===== src/rtl/gpio_pads_in_filt.sv =====
// Pad-input conditioning: per-bit synchronizer, counter debounce, edge pulses and a
// sticky, maskable interrupt status with a combined irq.
module gpio_pads_in_filt #(
  parameter int unsigned OPENFRAME_IO_PADS = 6,
  parameter int unsigned SYNC_STAGES       = 2,
  parameter int unsigned DEB_W             = 4
) (
  input  logic                         mclk,
  input  logic                         reset_n,
  input  logic [OPENFRAME_IO_PADS-1:0] gpio_in,
  input  logic [DEB_W-1:0]             cfg_deb_limit,
  input  logic [OPENFRAME_IO_PADS-1:0] cfg_rise_en,
  input  logic [OPENFRAME_IO_PADS-1:0] cfg_fall_en,
  input  logic [OPENFRAME_IO_PADS-1:0] int_clr,
  output logic [OPENFRAME_IO_PADS-1:0] gpio_in_sync,
  output logic [OPENFRAME_IO_PADS-1:0] gpio_in_filt,
  output logic [OPENFRAME_IO_PADS-1:0] gpio_rise_pulse,
  output logic [OPENFRAME_IO_PADS-1:0] gpio_fall_pulse,
  output logic [OPENFRAME_IO_PADS-1:0] int_status,
  output logic                         irq
);

  localparam int unsigned N = OPENFRAME_IO_PADS;
  localparam logic [DEB_W-1:0] CntOne = {{(DEB_W-1){1'b0}}, 1'b1};

  logic [N-1:0]     sync_q [SYNC_STAGES];
  logic [DEB_W-1:0] cnt_q  [N];
  logic [DEB_W-1:0] cnt_d  [N];
  logic [N-1:0]     filt_q, filt_d;
  logic [N-1:0]     rise_q, rise_d;
  logic [N-1:0]     fall_q, fall_d;
  logic [N-1:0]     status_q, status_d;
  logic [N-1:0]     sync;

  assign sync = sync_q[SYNC_STAGES-1];

  always_comb begin
    filt_d = filt_q;
    rise_d = '0;
    fall_d = '0;
    for (int i = 0; i < N; i++) begin
      cnt_d[i] = cnt_q[i];
      if (sync[i] == filt_q[i]) begin
        cnt_d[i] = '0;
      end else if (cnt_q[i] < cfg_deb_limit) begin
        cnt_d[i] = cnt_q[i] + CntOne;
      end else begin
        // >= rather than == so lowering the limit mid-count still terminates.
        cnt_d[i]  = '0;
        filt_d[i] = sync[i];
        rise_d[i] = sync[i];
        fall_d[i] = ~sync[i];
      end
    end
    // Status sets from the registered pulses; a set beats a same-cycle clear.
    status_d = (rise_q & cfg_rise_en) | (fall_q & cfg_fall_en) | (status_q & ~int_clr);
  end

  always_ff @(posedge mclk) begin
    if (!reset_n) begin
      for (int s = 0; s < SYNC_STAGES; s++) sync_q[s] <= '0;
      for (int i = 0; i < N; i++) cnt_q[i] <= '0;
      filt_q   <= '0;
      rise_q   <= '0;
      fall_q   <= '0;
      status_q <= '0;
    end else begin
      sync_q[0] <= gpio_in;
      for (int s = 1; s < SYNC_STAGES; s++) sync_q[s] <= sync_q[s-1];
      for (int i = 0; i < N; i++) cnt_q[i] <= cnt_d[i];
      filt_q   <= filt_d;
      rise_q   <= rise_d;
      fall_q   <= fall_d;
      status_q <= status_d;
    end
  end

  assign gpio_in_sync    = sync;
  assign gpio_in_filt    = filt_q;
  assign gpio_rise_pulse = rise_q;
  assign gpio_fall_pulse = fall_q;
  assign int_status      = status_q;
  assign irq             = |status_q;

endmodule


===== config.mk =====
export PLATFORM = sky130hd
export DESIGN_NAME = gpio_pads_in_filt
export DESIGN_NICKNAME = d
export VERILOG_FILES = /design/src/rtl/gpio_pads_in_filt.sv
export SDC_FILE = /design/constraint.sdc
export NUM_CORES = 1
export LEC_CHECK = 0
export ABC_CLOCK_PERIOD_IN_PS = 1600
export BUFFER_PORTS_ARGS = -buffer_cell sky130_fd_sc_hd__clkbuf_2
export CAP_MARGIN = 10
export CORE_MARGIN = 2
export CORE_UTILIZATION = 50
export CTS_BUF_LIST = sky130_fd_sc_hd__clkbuf_8
export DETAILED_ROUTE_END_ITERATION = 10
export PLACE_DENSITY = 0.8
export SYNTH_ARGS = -nofsm -noshare
export SYNTH_HDL_FRONTEND = slang
export SYNTH_SLANG_ARGS = --single-unit

===== constraint.sdc =====
create_clock -name mclk -period 1.6 [get_ports mclk]
set_clock_uncertainty 0.2 [all_clocks]
set_input_delay 0.16 -clock mclk [delete_from_list [all_inputs] [get_ports mclk]]
set_output_delay 0.16 -clock mclk [all_outputs]
set_load 0.005 [all_outputs]

**Word level (Yosys, flattened, before mapping)**

Memory sizes are Yosys's and may differ from the RTL's.
Cells that the tools add are included.

- Eq/ne operators: 6
- Order comparisons: 6
- Muxes and demuxes: 22
- $add $sub $neg: 6
- Bitwise logic cells: 33
- Reduce and logical (&&, ||, !) cells: 13

Operator list:

| cell | count |
|---|---|
| $mux 4 | 18 |
| $add 4x1->4 const B | 6 |
| $lt 4x4->1 | 6 |
| $not 1->1 | 19 |
| $and 6x6->6 | 3 |
| $reduce_or 3->1 | 6 |
| $mux 6 | 2 |
| $or 6x6->6 | 2 |
| $reduce_and 2->1 | 6 |
| $or 1x1->1 | 8 |
| $eq 1x1->1 | 6 |
| $not 6->6 | 1 |
| $reduce_or 6->1 | 1 |
| $mux 1 | 2 |

- Bits in writable memories: 36
- Output and inout bits: 31
- Logic and storage cells: 107
- Memories: 2
- Register bits: 24

Memory list:

| name | words | bits a word | read ports | clocked after memory_dff | wr ports | RTL line | RTL |
|---|---|---|---|---|---|---|---|
| cnt_q | 6 | 4 | 6 | 0 | 6 | 27 | `logic [DEB_W-1:0] cnt_q [N];` |
| sync_q | 2 | 6 | 2 | 0 | 2 | 26 | `logic [N-1:0] sync_q [SYNC_STAGES];` |

**Longest topological paths before layout**

Gate-level depths: netlist (run 1).

- Depth in word-level cells: 4
- Mapped depth: 6

**Worst setup path after synthesis (run 1)**

No wires, ideal clock.

- Path kind: reg-to-reg
- From: memory cnt_q[0][1]
- To: memory cnt_q[0][2]
- Stages on the path, launching flop included: 5
- Arrival time: 1248 ps
- Setup time: 65 ps
- Slack: 87 ps
- Path through: dfxtp_1 ha_1 a2111oi_4 o21bai_1 nor2_1

RTL lines:

| item | RTL line |
|---|---|
| from (decl) | 27 |

==> results of run 1 <==
[synthesized netlist by cell type]
| cell | n |
|---|---|
| dfxtp_1 | 60 |
| nor2_1 | 31 |
| ha_1 | 24 |
| inv_1 | 15 |
| nand2_1 | 13 |
| and2_1 | 12 |
| xor2_1 | 12 |
| nor4_1 | 7 |
| a2111oi_4 | 6 |
| a222oi_1 | 6 |
| buf_4 | 6 |
| nand2b_1 | 6 |
| nand3_1 | 6 |
| nor2b_1 | 6 |
| nor4b_1 | 6 |
| o211ai_1 | 6 |
| o21a_1 | 6 |
| o21bai_1 | 6 |
| o31ai_1 | 6 |
| xnor2_1 | 6 |
| clkbuf_1 | 4 |
[placed cells by master (no fill, tap or decap), types with 2 or more instances in the layout]
cell            n
ha_4            7
inv_1          15
ha_1           14
nor2_1         24
dlygate4sd3_1  24
nand2b_4        2
o31ai_1         4
nor4b_1         4
nor4b_2         2
xnor2_1         6
clkinvlp_4      2
dfxtp_1        52
a2111oi_4       6
buf_4          20
nand2_1        13
a222oi_1        6
clkinv_2        2
o21a_1          6
nor4_2          2
nor4_1          4
clkbuf_2       60
nor2_4          3
xor2_1         12
nand2b_1        4
nor2_2          4
o211ai_1        6
dfxtp_2         5
clkbuf_8       11
nor2b_1         6
o21bai_2        6
and2_1         12
ha_2            3
dfxtp_4         3
nand3_1         6
o31ai_2         2
[logic make-up (layout without fill, tap and decap cells)]
| family | count (synthesis) | in the layout | share of synthesized area [%] |
|---|---|---|---|
| simple gates | 87 | 87 | 16.8 |
| flops | 60 | 60 | 45.8 |
| compound gates | 36 | 36 | 15.5 |
| buf+inv | 25 | 136 | 4.44 |
| fa+ha+maj | 24 | 24 | 11.5 |
| xor+xnor | 18 | 18 | 6.01 |
[layout make-up]
| class | instances | area, um2 |
|---|---|---|
| Sequential cell | 60 | 1220 |
| Clock inverter | 5 | 51.3 |
| Timing Repair Buffer | 105 | 711 |
| Tap cell | 70 | 87.6 |
| Inverter | 15 | 60.1 |
| Clock buffer | 11 | 151 |
| Multi-Input combinational cell | 165 | 1520 |
| Fill cell | 341 | 1270 |
[where the power goes]
part / internal, W / switching [W]
clock network: 0.000793 / 0.000598
registers: 0.00151 / 0.0000174
logic: 0.000175 / 0.000144
[final timing paths]
path                                    from         endpoint  slack [ns]
worst min register to register  sync_q[0][2]     sync_q[0][8]        0.24
worst min-delay path                 reset_n  gpio_in_filt[1]        0.15
worst max-delay path             cnt_q[4][2]      cnt_q[4][1]       -0.03
worst max register to register   cnt_q[4][2]      cnt_q[4][1]       -0.03
[registers in the layout, summed over array words and instances, names as in the netlist]
| signal | flops |
|---|---|
| gpio_in_filt | 6 |
| gpio_rise_pulse | 6 |
| gpio_fall_pulse | 6 |
| sync_q | 12 |
| int_status | 6 |
| cnt_q | 24 |
[routing by layer]
metal	share of wire [%]	GRT usage (%)	wire, um
met1	42	24.5	2820
met2	52	40.2	3510
met3	4.2	6.99	281
met4	1.7	8.73	116
met5	0	0	0
[timing repair]
action,in CTS,in global routing
setup endpoints to repair,21,41
buffers inserted,0,3
hold buffers,24,0
endpoints found under the hold margin,12,0
pin swaps,6,19
gates resized for setup,13,36
[through the flow]
step | utilization [%] | hold slack [ns] | total power, W | instances | worst slack [ns]
floorplan | - | 0.0873 | 0.00170 | 250 | 0.0871
global placement | 61.0 | 0.166 | 0.00178 | 388 | -0.101
detailed placement | 61.0 | 0.179 | 0.00179 | 388 | -0.154
CTS | 71.2 | 0.117 | 0.00321 | 428 | 0.000975
global route | 74.9 | 0.154 | 0.00336 | 431 | -0.0999
finish | 74.9 | 0.146 | 0.00324 | 431 | -0.0313
[critical path: stages (launching register included)]
cell      delay, ns
dfxtp_1        0.39
ha_2           0.30
o21a_1         0.18
nor2_2         0.20
o21bai_2       0.16
nor2_1         0.14
==> flow_summary.toml, run 1 <==
[clocking]
cts.sinks = 60
clockBufferDepth = 2
worstSkewPairLatency_ns = 0.34
root_buffer = "clkbuf_8"
cts_buffers = 9
clk_pin_slew_ns = 0.07
cts_max_level = 3
cts_tree = "yes"

[routing]
dr.pass1.iters = 4
drtIter0Drc = 84
wire_per_inst_um = 15.6
routed_wl_um = 6730
avgViaCountPerCell = 5.13
ant_nets = 0
route.detailed.drc = 0
dr_total_vias = 2209

[global_route]
grt_pass1_vias = 2268
grt_usage_pct = 22.4
gr-total-overflow = 0
antenna_found_initial = 0
grt_first_pass_wirelength_um = 10300
grt_max_degree = 18

[yosys]
syn_nets = 304
syn-cell-area_um2 = 2620
ys_types = 21
synth_top_area_share_pct = 45.8
synth-seq-area-share_pct = 45.8
ys_top_cells_by_area = "dfxtp_1 46%, ha_1 11%, a2111oi_4 6.3%, nor2_1 4.4%, xor2_1 4.0%"
ys_ff_latch = 60
synth_warnings = 0
syn_inst = 250
yosys.area.top_type = "dfxtp_1"
synth_area_per_cell_um2 = 10.5

[power]
vdd_drop_max_mv = 0.571
power.density_nw_per_um2 = 852
p_leak_nw = 1.64

[floorplan]
die_w_um = 76.4
num_io_pins = 61
dieArea_um2 = 5840
start_util_pct = 51.7
num_rows = 26
core_area_um2 = 5070
die_height_um = 76.4

[run]
cap_viol_max_count = 0

[sta]
slew_viol_final = 0
hold_viol_final = 0
fin_ws_ns = -0.0313
finalSetupViolCount = 6
post-route-period-util_pct = 102
relSlewSlack_pct = 71.7
max_freq_ghz = 0.613
worst_slew_pin_slew_ns = 0.424
rsz0062_at_grt = "yes"
finalSetupTns_ns = -0.0830
post-route-min-period_ns = 1.63

[worst_hold_path]
whs_path_depth = 3
hold_class = "in -> reg"

[layout]
drive_above_1_share_pct = 39.6
antenna_cells = 0
area_growth_pct = 44.9
final_area_um2 = 3800
fin_nets = 410

[status]
violations = "negative setup slack"
outcome = "complete, but fails checks"

[setup_path]
cp-start-kind = "flop"
critPathKind = "reg -> reg"
setup.worst_path.end_class = "flop"
cp.arrival_ns = 1.70
required_ns = 1.67
crit_fanout = 4
r2r_cells = 5

[placed_design]
dp_hpwl_um = 4070
place_area_um2 = 3100
place.port_buffers = 60
place_congestion = 0.737
Power figures use the tool's default switching activity.
==> run 2, diff against run 1 <==
--- a/config.mk
+++ b/config.mk
@@ -8,11 +8,12 @@
 export ABC_CLOCK_PERIOD_IN_PS = 1600
 export BUFFER_PORTS_ARGS = -buffer_cell sky130_fd_sc_hd__clkbuf_2
 export CAP_MARGIN = 10
+export CORE_ASPECT_RATIO = 2
 export CORE_MARGIN = 2
-export CORE_UTILIZATION = 50
+export CORE_UTILIZATION = 35
 export CTS_BUF_LIST = sky130_fd_sc_hd__clkbuf_8
 export DETAILED_ROUTE_END_ITERATION = 10
-export PLACE_DENSITY = 0.8
+export PLACE_DENSITY = 0.6
 export SYNTH_ARGS = -nofsm -noshare
 export SYNTH_HDL_FRONTEND = slang
 export SYNTH_SLANG_ARGS = --single-unit
==> flow_summary.toml, run 2 (synthesis gave the netlist of run 1 again) <==
[status]
outcome = "completed"

[clocking]
cts_max_level = 3
worstSkewPairLatency_ns = 0.34
cts_buffers = 9
clockBufferDepth = 2
clk_pin_slew_ns = 0.06
cts_tree = "yes"
root_buffer = "clkbuf_8"
cts.sinks = 60

[layout]
fillers = 689
layout_commonest_cell = "clkbuf_2"
area_growth_pct = 47.0
reg_top3 = "cnt_q x24, sync_q x12"
fin_nets = 422
largest_reg_flops = 24
antenna_cells = 0
layout_common_cells = "60 x clkbuf_2, 52 x dfxtp_1, 31 x buf_4, 26 x nor2_1, 24 x dlygate4sd3_1"
drive_above_1_share_pct = 40.7
regMostFlops = "cnt_q"

[setup_path]
worstSetupEndpoint = "gpio_in_filt[2]"
slowest_stage = "a2111oi_4"
crit_fanout = 3
rr_endpoint = "gpio_in_filt[2]"
worstPathCellList = "ha_4 -> a2111oi_4 -> buf_4 -> o31ai_2"
max_stage_delay_ns = 0.41
cp-start-kind = "flop"
setup.worst_path.end_class = "flop"
required_ns = 1.62
cp.arrival_ns = 1.59
timing.rr.start = "cnt_q[2][1]"
regToRegSetupSlack_ns = 0.03
critPathKind = "reg -> reg"
r2r_cells = 4
worstSetupStartpoint = "cnt_q[2][1]"

[power]
p_int_w = 0.00236
pwr-share-seq_pct = 49.6
p_comb_share_pct = 10.6
p_leak_nw = 1.68
switching_power_w = 0.000717
switching_share_pct = 23.3
power.density_nw_per_um2 = 798
finalPower_w = 0.00308
vdd_drop_max_mv = 0.491
clkPwrFrac_pct = 39.8

[floorplan]
num_rows = 44
core_area_um2 = 7270
die_height_um = 126
start_util_pct = 36.1
dieArea_um2 = 8240
die_w_um = 65.2
num_io_pins = 61

[global_route]
gr-total-overflow = 0
grt_max_degree = 22
grt_pass1_vias = 2314
antenna_found_initial = 0
grt_usage_pct = 16.4
grt_first_pass_wirelength_um = 10100

[routing]
dr.pass1.iters = 4
ant_nets = 0
avgViaCountPerCell = 4.87
dr_total_vias = 2257
wire_per_inst_um = 13.9
route.detailed.drc = 0
routed_wl_um = 6430
drtIter0Drc = 51

[run]
cap_viol_max_count = 0

[sta]
max_freq_ghz = 0.638
worst_slew_pin_slew_ns = 0.419
finalSetupTns_ns = 0
rsz0062_at_grt = "yes"
post-route-period-util_pct = 97.9
fin_ws_ns = 0.0328
slew_viol_final = 0
finalSetupViolCount = 0
relSlewSlack_pct = 72.0
holdWs_ns = 0.142
post-route-min-period_ns = 1.57
hold_viol_final = 0

[placed_design]
place_congestion = 0.811
pre_cts_slack_ns = -0.194
place.port_buffers = 60
dp_hpwl_um = 4710

[worst_hold_path]
hold_class = "in -> reg"
## run 2: cell types whose count changed in the layout (fill, tap and decap cells not counted), moves of 2 or more
cell,before,now
nor2_1,24,26
nor4b_2,2,5
nor2_4,3,1
nor4b_1,4,1
buf_4,20,31
o21bai_2,6,4
o21bai_1,0,2
## run 2: power by group through the flow
stage / registers (W) / clock network, W / logic [W]
detailed placement: 0.00156 / 0 / 0.000244
CTS: 0.00153 / 0.00125 / 0.000296
global route: 0.00153 / 0.00132 / 0.000356
finish: 0.00153 / 0.00122 / 0.000326
global placement: 0.00156 / 0 / 0.000239
floorplan: 0.00156 / 0 / 0.000134
## run 2: worst min-delay path by stage
stage                from               to  depth (start not counted)
6_report          reset_n  gpio_in_filt[4]                          3
5_1_grt           reset_n  gpio_in_filt[4]                          3
4_1_cts           reset_n  gpio_in_filt[4]                          3
3_5_place_dp   gpio_in[3]     sync_q[0][3]                          2
3_3_place_gp   gpio_in[3]     sync_q[0][3]                          2
2_1_floorplan  gpio_in[0]     sync_q[0][0]                          1
## run 2: layer usage
layer / GRT usage (%) / share of wire, % / vias up / wire, um
li1: - / - / 1112 / -
met1: 14.5 / 35 / 1075 / 2240
met2: 31.6 / 58 / 52 / 3740
met3: 2.84 / 2.9 / 18 / 189
met4: 11.5 / 3.9 / 0 / 251
met5: 0 / 0 / - / 0
## run 2: through the flow
stage                     instances  instance area [um2]  util [%]
after floorplan                 250                 2620         -
after global placement          422                 3200      44.1
after detailed placement        422                 3200      44.1
after CTS                       460                 3650      50.2
after global routing            463                 3850      53.0
final                           463                 3850      53.0
## run 2: what timing repair did
action	4_1_cts	5_1_grt
resized for setup	6	36
setup endpoints to repair	9	38
hold buffers	24	0
pin swaps	1	14
hold endpoints to repair	12	0
buffers inserted	0	3
cloned	0	0
## run 2: final cells by class
cell class | count | area, um2 | share of cell area [%]
tap | 92 | 115 | 2.99
inverter | 15 | 60.1 | 1.56
clock buffer | 12 | 165 | 4.28
timing repair buffer | 117 | 805 | 20.9
multi-input combinational | 165 | 1480 | 38.5
sequential | 60 | 1220 | 31.5
clock inverter | 2 | 10.0 | 0.260
## run 2: worst max-delay path, delay by kind of cell, from the launching register on
| kind | cells | cell delay [ns] |
|---|---|---|
| DFF | 1 | 0.36 |
| buffers and inverters | 1 | 0.20 |
| adders and majority gates | 1 | 0.22 |
| AOI/OAI and AO/OA | 2 | 0.48 |
